[src/rtl/sprite_dma_writer.sv]
// sprite_dma_writer: bus-master copy engine that writes a sprite table into the
// shared 32Kx16 video RAM. The CPU programs SRC/DST/LEN, then writes CTRL.start.
// The engine raises bus_req (ORed into CPU hold) and copies LEN words through a
// RAM with one-cycle read latency: RD -> RDW -> WR per word, 3 cycles/word.
// Optional build macro: SPRITE_DMA_FILL_EN enables CTRL bit1 = fill, which writes
// the SRC register value to LEN words at DST (1 cycle/word, no reads).
module sprite_dma_writer #(
  parameter int                ADDR_W    = 15,
  parameter int                DATA_W    = 16,
  parameter int                LEN_W     = 7,
  parameter logic [ADDR_W-1:0] DST_RESET = 15'h7F00
) (
  input  logic              clk,
  input  logic              reset,
  input  logic              cfg_we,
  input  logic [1:0]        cfg_sel,
  input  logic [DATA_W-1:0] cfg_wdata,
  output logic              busy,
  output logic              done,
  output logic              bus_req,
  input  logic              bus_grant,
  output logic [ADDR_W-1:0] ram_addr,
  output logic              ram_we,
  output logic [DATA_W-1:0] ram_wdata,
  input  logic [DATA_W-1:0] ram_rdata
);

  localparam logic [2:0] S_IDLE = 3'd0;
  localparam logic [2:0] S_REQ  = 3'd1;
  localparam logic [2:0] S_RD   = 3'd2;
  localparam logic [2:0] S_RDW  = 3'd3;
  localparam logic [2:0] S_WR   = 3'd4;
  localparam logic [2:0] S_FIN  = 3'd5;

  localparam logic [1:0] SEL_SRC  = 2'd0;
  localparam logic [1:0] SEL_DST  = 2'd1;
  localparam logic [1:0] SEL_LEN  = 2'd2;
  localparam logic [1:0] SEL_CTRL = 2'd3;

  logic [2:0]        state;
  logic [ADDR_W-1:0] src_reg, dst_reg;
  logic [LEN_W-1:0]  len_reg;
  logic [ADDR_W-1:0] src_cnt, dst_cnt;
  logic [LEN_W-1:0]  cnt;
  logic [DATA_W-1:0] data_q;
  logic              fill_q;
  logic              done_q;

  logic              cfg_ok;
  logic              ctrl_wr;
  logic              start;
  logic              fill_req;
  logic              unused_cfg_bits;

  // Register writes are only honoured while the engine is idle.
  assign cfg_ok  = cfg_we && (state == S_IDLE);
  assign ctrl_wr = cfg_ok && (cfg_sel == SEL_CTRL);
  assign start   = ctrl_wr && cfg_wdata[0];

`ifdef SPRITE_DMA_FILL_EN
  assign fill_req = cfg_wdata[1];
`else
  assign fill_req = 1'b0;
`endif

  // Upper data bits are not used by every register; fold them into a sink.
  assign unused_cfg_bits = ^cfg_wdata;

  assign busy    = (state != S_IDLE);
  assign done    = done_q;
  assign bus_req = (state == S_REQ) || (state == S_RD) ||
                   (state == S_RDW) || (state == S_WR);

  // CPU-visible configuration registers.
  // NOTE: sequential state uses non-blocking (<=) so every flop samples the
  // pre-edge values; blocking here would create order-dependent races.
  always_ff @(posedge clk or negedge reset) begin
    if (!reset) begin
      src_reg <= '0;
      dst_reg <= DST_RESET;
      len_reg <= '0;
    end else if (cfg_ok) begin
      case (cfg_sel)
        SEL_SRC: src_reg <= cfg_wdata[ADDR_W-1:0];
        SEL_DST: dst_reg <= cfg_wdata[ADDR_W-1:0];
        SEL_LEN: len_reg <= cfg_wdata[LEN_W-1:0];
        default: ;
      endcase
    end
  end

  // Transfer engine: working counters, read-data latch, done flag and FSM.
  always_ff @(posedge clk or negedge reset) begin
    if (!reset) begin
      state   <= S_IDLE;
      src_cnt <= '0;
      dst_cnt <= '0;
      cnt     <= '0;
      data_q  <= '0;
      fill_q  <= 1'b0;
      done_q  <= 1'b0;
    end else begin
      case (state)
        S_IDLE: begin
          if (ctrl_wr) begin
            // Any CTRL write clears done; a zero-length start completes at once.
            done_q <= start && (len_reg == '0);
            if (start && (len_reg != '0)) begin
              src_cnt <= src_reg;
              dst_cnt <= dst_reg;
              cnt     <= len_reg;
              fill_q  <= fill_req;
              state   <= S_REQ;
            end
          end
        end
        S_REQ: begin
          if (bus_grant) state <= fill_q ? S_WR : S_RD;
        end
        S_RD: begin
          if (bus_grant) state <= S_RDW;
        end
        S_RDW: begin
          // Read data arrives one cycle after the RD address; no grant needed.
          data_q <= ram_rdata;
          state  <= S_WR;
        end
        S_WR: begin
          if (bus_grant) begin
            if (!fill_q) src_cnt <= src_cnt + ADDR_W'(1);
            dst_cnt <= dst_cnt + ADDR_W'(1);
            cnt     <= cnt - LEN_W'(1);
            if (cnt != LEN_W'(1)) state <= fill_q ? S_WR : S_RD;
            else                  state <= S_FIN;
          end
        end
        S_FIN: begin
          done_q <= 1'b1;
          state  <= S_IDLE;
        end
        default: state <= S_IDLE;
      endcase
    end
  end

  // RAM port: driven only while the bus is granted, otherwise parked at zero.
  // NOTE: every output gets a default before the case so no latch is inferred.
  always_comb begin
    ram_addr  = '0;
    ram_we    = 1'b0;
    ram_wdata = '0;
    if (bus_grant) begin
      case (state)
        S_RD: ram_addr = src_cnt;
        S_WR: begin
          ram_addr  = dst_cnt;
          ram_we    = 1'b1;
          ram_wdata = fill_q ? DATA_W'(src_cnt) : data_q;
        end
        default: ;
      endcase
    end
  end

endmodule

[config.mk]
export PLATFORM = sky130hd
export DESIGN_NAME = sprite_dma_writer
export DESIGN_NICKNAME = d
export VERILOG_FILES = /design/src/rtl/sprite_dma_writer.sv
export SDC_FILE = /design/constraint.sdc
export NUM_CORES = 1
export LEC_CHECK = 0
export ABC_AREA = 1
export BUFFER_PORTS_ARGS = -buffer_cell sky130_fd_sc_hd__buf_2
export CAP_MARGIN = 20
export CELL_PAD_IN_SITES_DETAIL_PLACEMENT = 2
export CELL_PAD_IN_SITES_GLOBAL_PLACEMENT = 2
export CORE_ASPECT_RATIO = 0.5
export CORE_UTILIZATION = 33
export CTS_CLUSTER_SIZE = 30
export DETAILED_ROUTE_END_ITERATION = 10
export PLACE_DENSITY = 0.82
export SLEW_MARGIN = 40
export SYNTH_ARGS = -nofsm -noshare
export SYNTH_HDL_FRONTEND = slang
export SYNTH_SLANG_ARGS = --single-unit
[constraint.sdc]
create_clock -name clk -period 2.1 [get_ports clk]
set_clock_uncertainty 0.1 [all_clocks]
set_input_delay 0.21 -clock clk [delete_from_list [all_inputs] [get_ports clk]]
set_output_delay 0.21 -clock clk [all_outputs]
set_load 0.01 [all_outputs]
# Word-level counts from Yosys, hierarchy flattened

Index checks and enable logic that the tools add are counted.

Bits in registers: 94
Bits of input ports: 38
Output and inout bits: 35

Add/subtract/negate cells: 3
Eq/ne operators: 14
Mux-type cells: 27
Reductions and logical operators: 21

Operators by type and width:

| kind                                                                  | count |
|---|---|
| 15-bit 2-to-1 mux                                                     | 7 |
| 15-bit one-hot mux with 2 select lines                                | 3 |
| 16-bit 2-to-1 mux                                                     | 2 |
| 15-bit by 1-bit adder with 15-bit output, second input constant       | 2 |
| 7-bit 2-to-1 mux                                                      | 3 |
| 3-bit 2-to-1 mux                                                      | 6 |
| 3-bit one-hot mux with 5 select lines                                 | 1 |
| 7-bit one-hot mux with 2 select lines                                 | 1 |
| 2-bit != test, second input constant                                  | 4 |
| 2-bit AND reduction                                                   | 4 |
| 7-bit logical NOT                                                     | 1 |
| 7-bit by 1-bit != test with 1-bit output, second input constant       | 1 |
| 7-bit nonzero test                                                    | 1 |
| 7-bit by 1-bit subtractor with 7-bit output, second input constant    | 1 |
| 3-bit by 2-bit equality test with 1-bit output, second input constant | 2 |
| 3-bit equality test, second input constant                            | 2 |
| 1-bit logical AND                                                     | 5 |
| 5-bit AND reduction                                                   | 1 |
| 2-bit equality test, second input constant                            | 2 |
| 4-bit AND reduction                                                   | 1 |
| 2-bit nonzero test                                                    | 2 |
| 3-bit by 1-bit equality test with 1-bit output, second input constant | 1 |
| 3-bit logical NOT                                                     | 1 |
| 1-bit logical OR                                                      | 3 |
| other kinds (6)                                                       | 8 |

# Depth between registers and ports, before layout

Word-level depth: 8
Depth in mapped cells: 10
Gate-level depth less buffers: 10

# Least setup slack after synthesis

OpenSTA, ideal clock, no wires.

Kind: flip-flop to output port
Start point: reg state[1]
End point: out ram_wdata[10]
Arrival time: 1.408 ns
Data required time: 1.790 ns
Path slack: 0.382 ns
Stages on the path, launching flop included: 8
Cell sequence: dfrtp_1 -> nor2_4 -> nand2_2 -> inv_1 -> buf_2 -> buf_1 -> nand2_1 -> nor2_1

Longest elaborated chain between the ends: 3

Ends and longest elaborated chain:

| item                   | RTL line | RTL |
|---|---|---|
| start, declared        | 40       | `logic [2:0] state;` |
| start signal, assigned | 118      | `if (bus_grant) state <= fill_q ? S_WR : S_RD;` |
| start signal, assigned | 133      | `if (cnt != LEN_W'(1)) state <= fill_q ? S_WR : S_RD;` |
| 3-bit equality test    | 153      | `case (state)` |
| 16-bit 2-to-1 mux      | 153      |  |
| 16-bit 2-to-1 mux      | 152      | `if (bus_grant) begin` |
| end, declared          | 24       | `output logic [DATA_W-1:0] ram_wdata,` |

Every way passes these cells.

# Final worst setup path

Start point: reg state[0]
End point: out ram_addr[1]

Longest elaborated chain between the ends: 3
Elaborated cells on any way between the ends: 4
Classes of those cells: eq/ne (2); mux (2)

Ends and longest elaborated chain:

| item                                                                                  | RTL line | RTL |
|---|---|---|
| 3-bit equality test or 3-bit by 2-bit equality test with 1-bit output (tied branches) | 153      |  |
| 15-bit one-hot mux with 2 select lines (*)                                            | 153      |  |
| 15-bit 2-to-1 mux (*)                                                                 | 152      |  |
| end, declared                                                                         | 22       | `output logic [ADDR_W-1:0] ram_addr,` |

Mark *: on every way between the ends. The rest lies on a longest branch, timed or not.

==> summary.txt <==
Synth
  – Yosys warns: 0
  – Top post-synthesis cells by area: dfrtp_1, nand2_1, mux2_2
  – Gate Count Post-Synth: 707
  – Mean Syn Cell Area: 7.45 sq um
  – Post-synth top area share: 41.3%
  – Synth area leader: dfrtp_1
  – Mapped Nets: 749
  – Top_reg_cell synth: dfrtp_1
  – Register area share after synthesis: 44.8%
  – Cell variety after synth: 35
  – EDFF count, synth: 0
  – Asr flop ratio synth: 100%
  – Post-Syn Area: 5270 sq um
  – Post-synthesis register bit count: 94

Layout
  – FILL cells: 1793
  – Reg with most FFs: data_q
  – Commonest non-fill, non-tap cells in the layout: nand2_1, dfrtp_1, buf_2
  – Final cell count without fillers: 1021
  – Layout cells sized above 1: 21.9%
  – Core Util, Final: 43.6%
  – Sequential cell area: 2360 sq um
  – Nets@finish: 853
  – Cell area after layout: 6750 sq um
  – Layout area overhead: 28.2%
  – Area of the multi-input gates: 2600 sq um
  – Max FFs per register: 16
  – Most common cell after layout, fill and taps aside: nand2_1

STA
  – Final hold violation count: 1
  – Final min period: 2120 ps
  – Fin. max-slew vios: 0
  – Final period util: 101%
  – Final setup violation count: 1
  – Final hold slack: -3.41 ps
  – Rel. slew slack: 62.1%
  – Final WS setup: -20.1 ps
  – Unrepaired setup endpoints after global routing: true
  – Peak Freq: 472 MHz
  – Worst Tran Pin Value: 569 ps

Routing
  – Detail Route Antenna Nets: 0
  – Via count: 5342
  – Number of DRC markers in iteration 0: 253
  – Vias/cell: 5.23
  – Wire per inst: 20.7 um
  – Drt total wl: 21100 um
  – First-pass iteration count of the detailed router: 5
  – Post-route DRC: 0

CTS
  – Cts bufs inserted: 9
  – CTS tree: built
  – Root Buffer: clkbuf_16
  – Clock-pin slew on the worst setup and hold paths: 70 ps
  – H-tree depth: 3
  – Clock sink count: 94
  – Clock Latency Late Sink: 360 ps
  – Clock Path Buffers: 2

Power
  – Pleak: 0.00320 uW
  – Pwr per Cell Area: 1220 nW/um^2
  – Peak VDD IR: 0.000469 V

Setup path
  – Crit path to: ram_addr[1]
  – Maximum fanout along the worst path: 4
  – Worst Path Required: 1790 ps
  – FF-to-FF setup slack: 30 ps
  – Critical path launch point: state[0]$_DFFE_PN0P_
  – FF-to-FF Start: state[1]$_DFFE_PN0P_
  – Reg-to-reg critical path endpoint: dst_cnt[8]$_DFFE_PN0P_
  – Kind of critical path: flip-flop to primary output
  – Crit end category: primary output
  – R2r worst-path depth: 10
  – CP arrival: 1810 ps
  – Critical Path Start Type: flip-flop

Placement
  – Post-place setup slack: 200 ps
  – DPL Wire Length: 13100 um
  – Port Buf Inserts: 71
  – Dpl cells: 973
  – Area post-placement: 5970 sq um
  – Gpl congestion: 0.816

GRT
  – Global-route wire length before repair: 31900 um
  – Most Used Layer, Global Route: met2
  – Routing usage on met1: 30.9%
  – Pin count of the biggest net entering global routing: 39
  – GR Layer Usage met3: 5.13%
  – Total GRT Usage: 25.3%
  – Global routing usage on met2: 45.5%
  – Vias in the first global route: 5898
  – Grt ovf: 0
  – Initial antenna violation count: 1

Job
  – Max-cap violation count: 0

Die
  – Core box area: 15500 sq um
  – # rows: 32
  – Number of I/O pins: 73
  – Die footprint: 16500 sq um
  – Initial Utilization: 34.0%
  – Die H: 91.4 um
  – Die width: 181 um

Run status
  – Violated checks: hold timing, setup timing
  – Status: complete, but fails checks

Worst hold path
  – Worst Hold Class: input pin to flip-flop
## through the flow
stage / total power [uW] / setup TNS, ps
2_1_floorplan: 4860 / 0
3_3_place_gp: 5630 / 0
3_5_place_dp: 5890 / 0
4_1_cts: 7960 / 0
5_1_grt: 8720 / -730
6_report: 8220 / -20.1
## synthesized netlist by cell type, types with 2 or more instances
master,count
nand2_1,278
dfrtp_1,87
inv_1,67
nor2_1,56
o21ai_0,51
nand3_1,48
mux2_2,25
clkbuf_1,15
nand4_1,11
o32ai_1,11
buf_2,9
dfstp_2,7
ha_1,4
a31oi_1,3
buf_6,3
nor2_4,3
nor3_1,3
o21ai_1,3
a21oi_1,2
a32o_1,2
mux2_1,2
nand2_2,2
nor2_2,2
xnor2_1,2
## where the power goes
part / switching (uW) / internal (uW)
clock network: 798 / 1080
registers: 682 / 2640
logic: 1810 / 1200
total: 3300 / 4920
## critical path: stages (launching register included)
cell and delay [ps]:
dfrtp_1 450, inv_2 90, nand3_4 130, buf_8 120, clkinvlp_4 180, a32o_1 340, buf_2 150
## how the worst min path moves through the flow
stage / slack, ps / depth (start not counted) / to / startpoint
final: -3 / 2 / data_q[13]$_DFFE_PN0N_ / ram_rdata[13]
after global placement: 130 / 1 / dst_cnt[13]$_DFFE_PN0P_ / reset
after CTS: 1 / 2 / data_q[13]$_DFFE_PN0N_ / ram_rdata[13]
after floorplan: -190 / 0 / cnt[0]$_DFFE_PN0P_ / reset
after global routing: 5 / 2 / data_q[13]$_DFFE_PN0N_ / ram_rdata[13]
after detailed placement: 130 / 1 / dst_cnt[13]$_DFFE_PN0P_ / reset
## kinds of logic after synthesis
family                     share of synthesized area [%]
AOI/OAI and AO/OA                                   8.76
xor gates and xnor gates                           0.333
adders and majority gates                          0.950
buffers and inverters                               7.48
DFF                                                 44.8
muxes                                               5.77
and+or+nand+nor                                     31.9
## layout make-up
| cell class | instances | area share [%] |
|---|---|---|
| antenna | 1 | 0.0371 |
| inverter | 68 | 4.06 |
| multi-input combinational | 517 | 38.5 |
| timing repair buffer | 121 | 13.7 |
| tap | 204 | 3.78 |
| sequential | 94 | 35.0 |
| clock buffer | 10 | 3.54 |
| clock inverter | 6 | 1.37 |
## timing repair
item	4_1_cts	5_1_grt
cloned	2	1
buffers inserted	1	9
hold endpoints to repair	53	0
hold buffers	18	0
pin swaps	1	2
endpoints found under the setup margin	31	49
resized for setup	14	17
## per-layer routing
metal / up-vias / wire, um / share of wire, %
met5: - / 0 / 0
met3: 31 / 865 / 4.1
met1: 2732 / 9290 / 44
met4: 0 / 415 / 2.0
li1: 2482 / - / -
met2: 97 / 10500 / 50
Power figures use the tool's default switching activity.
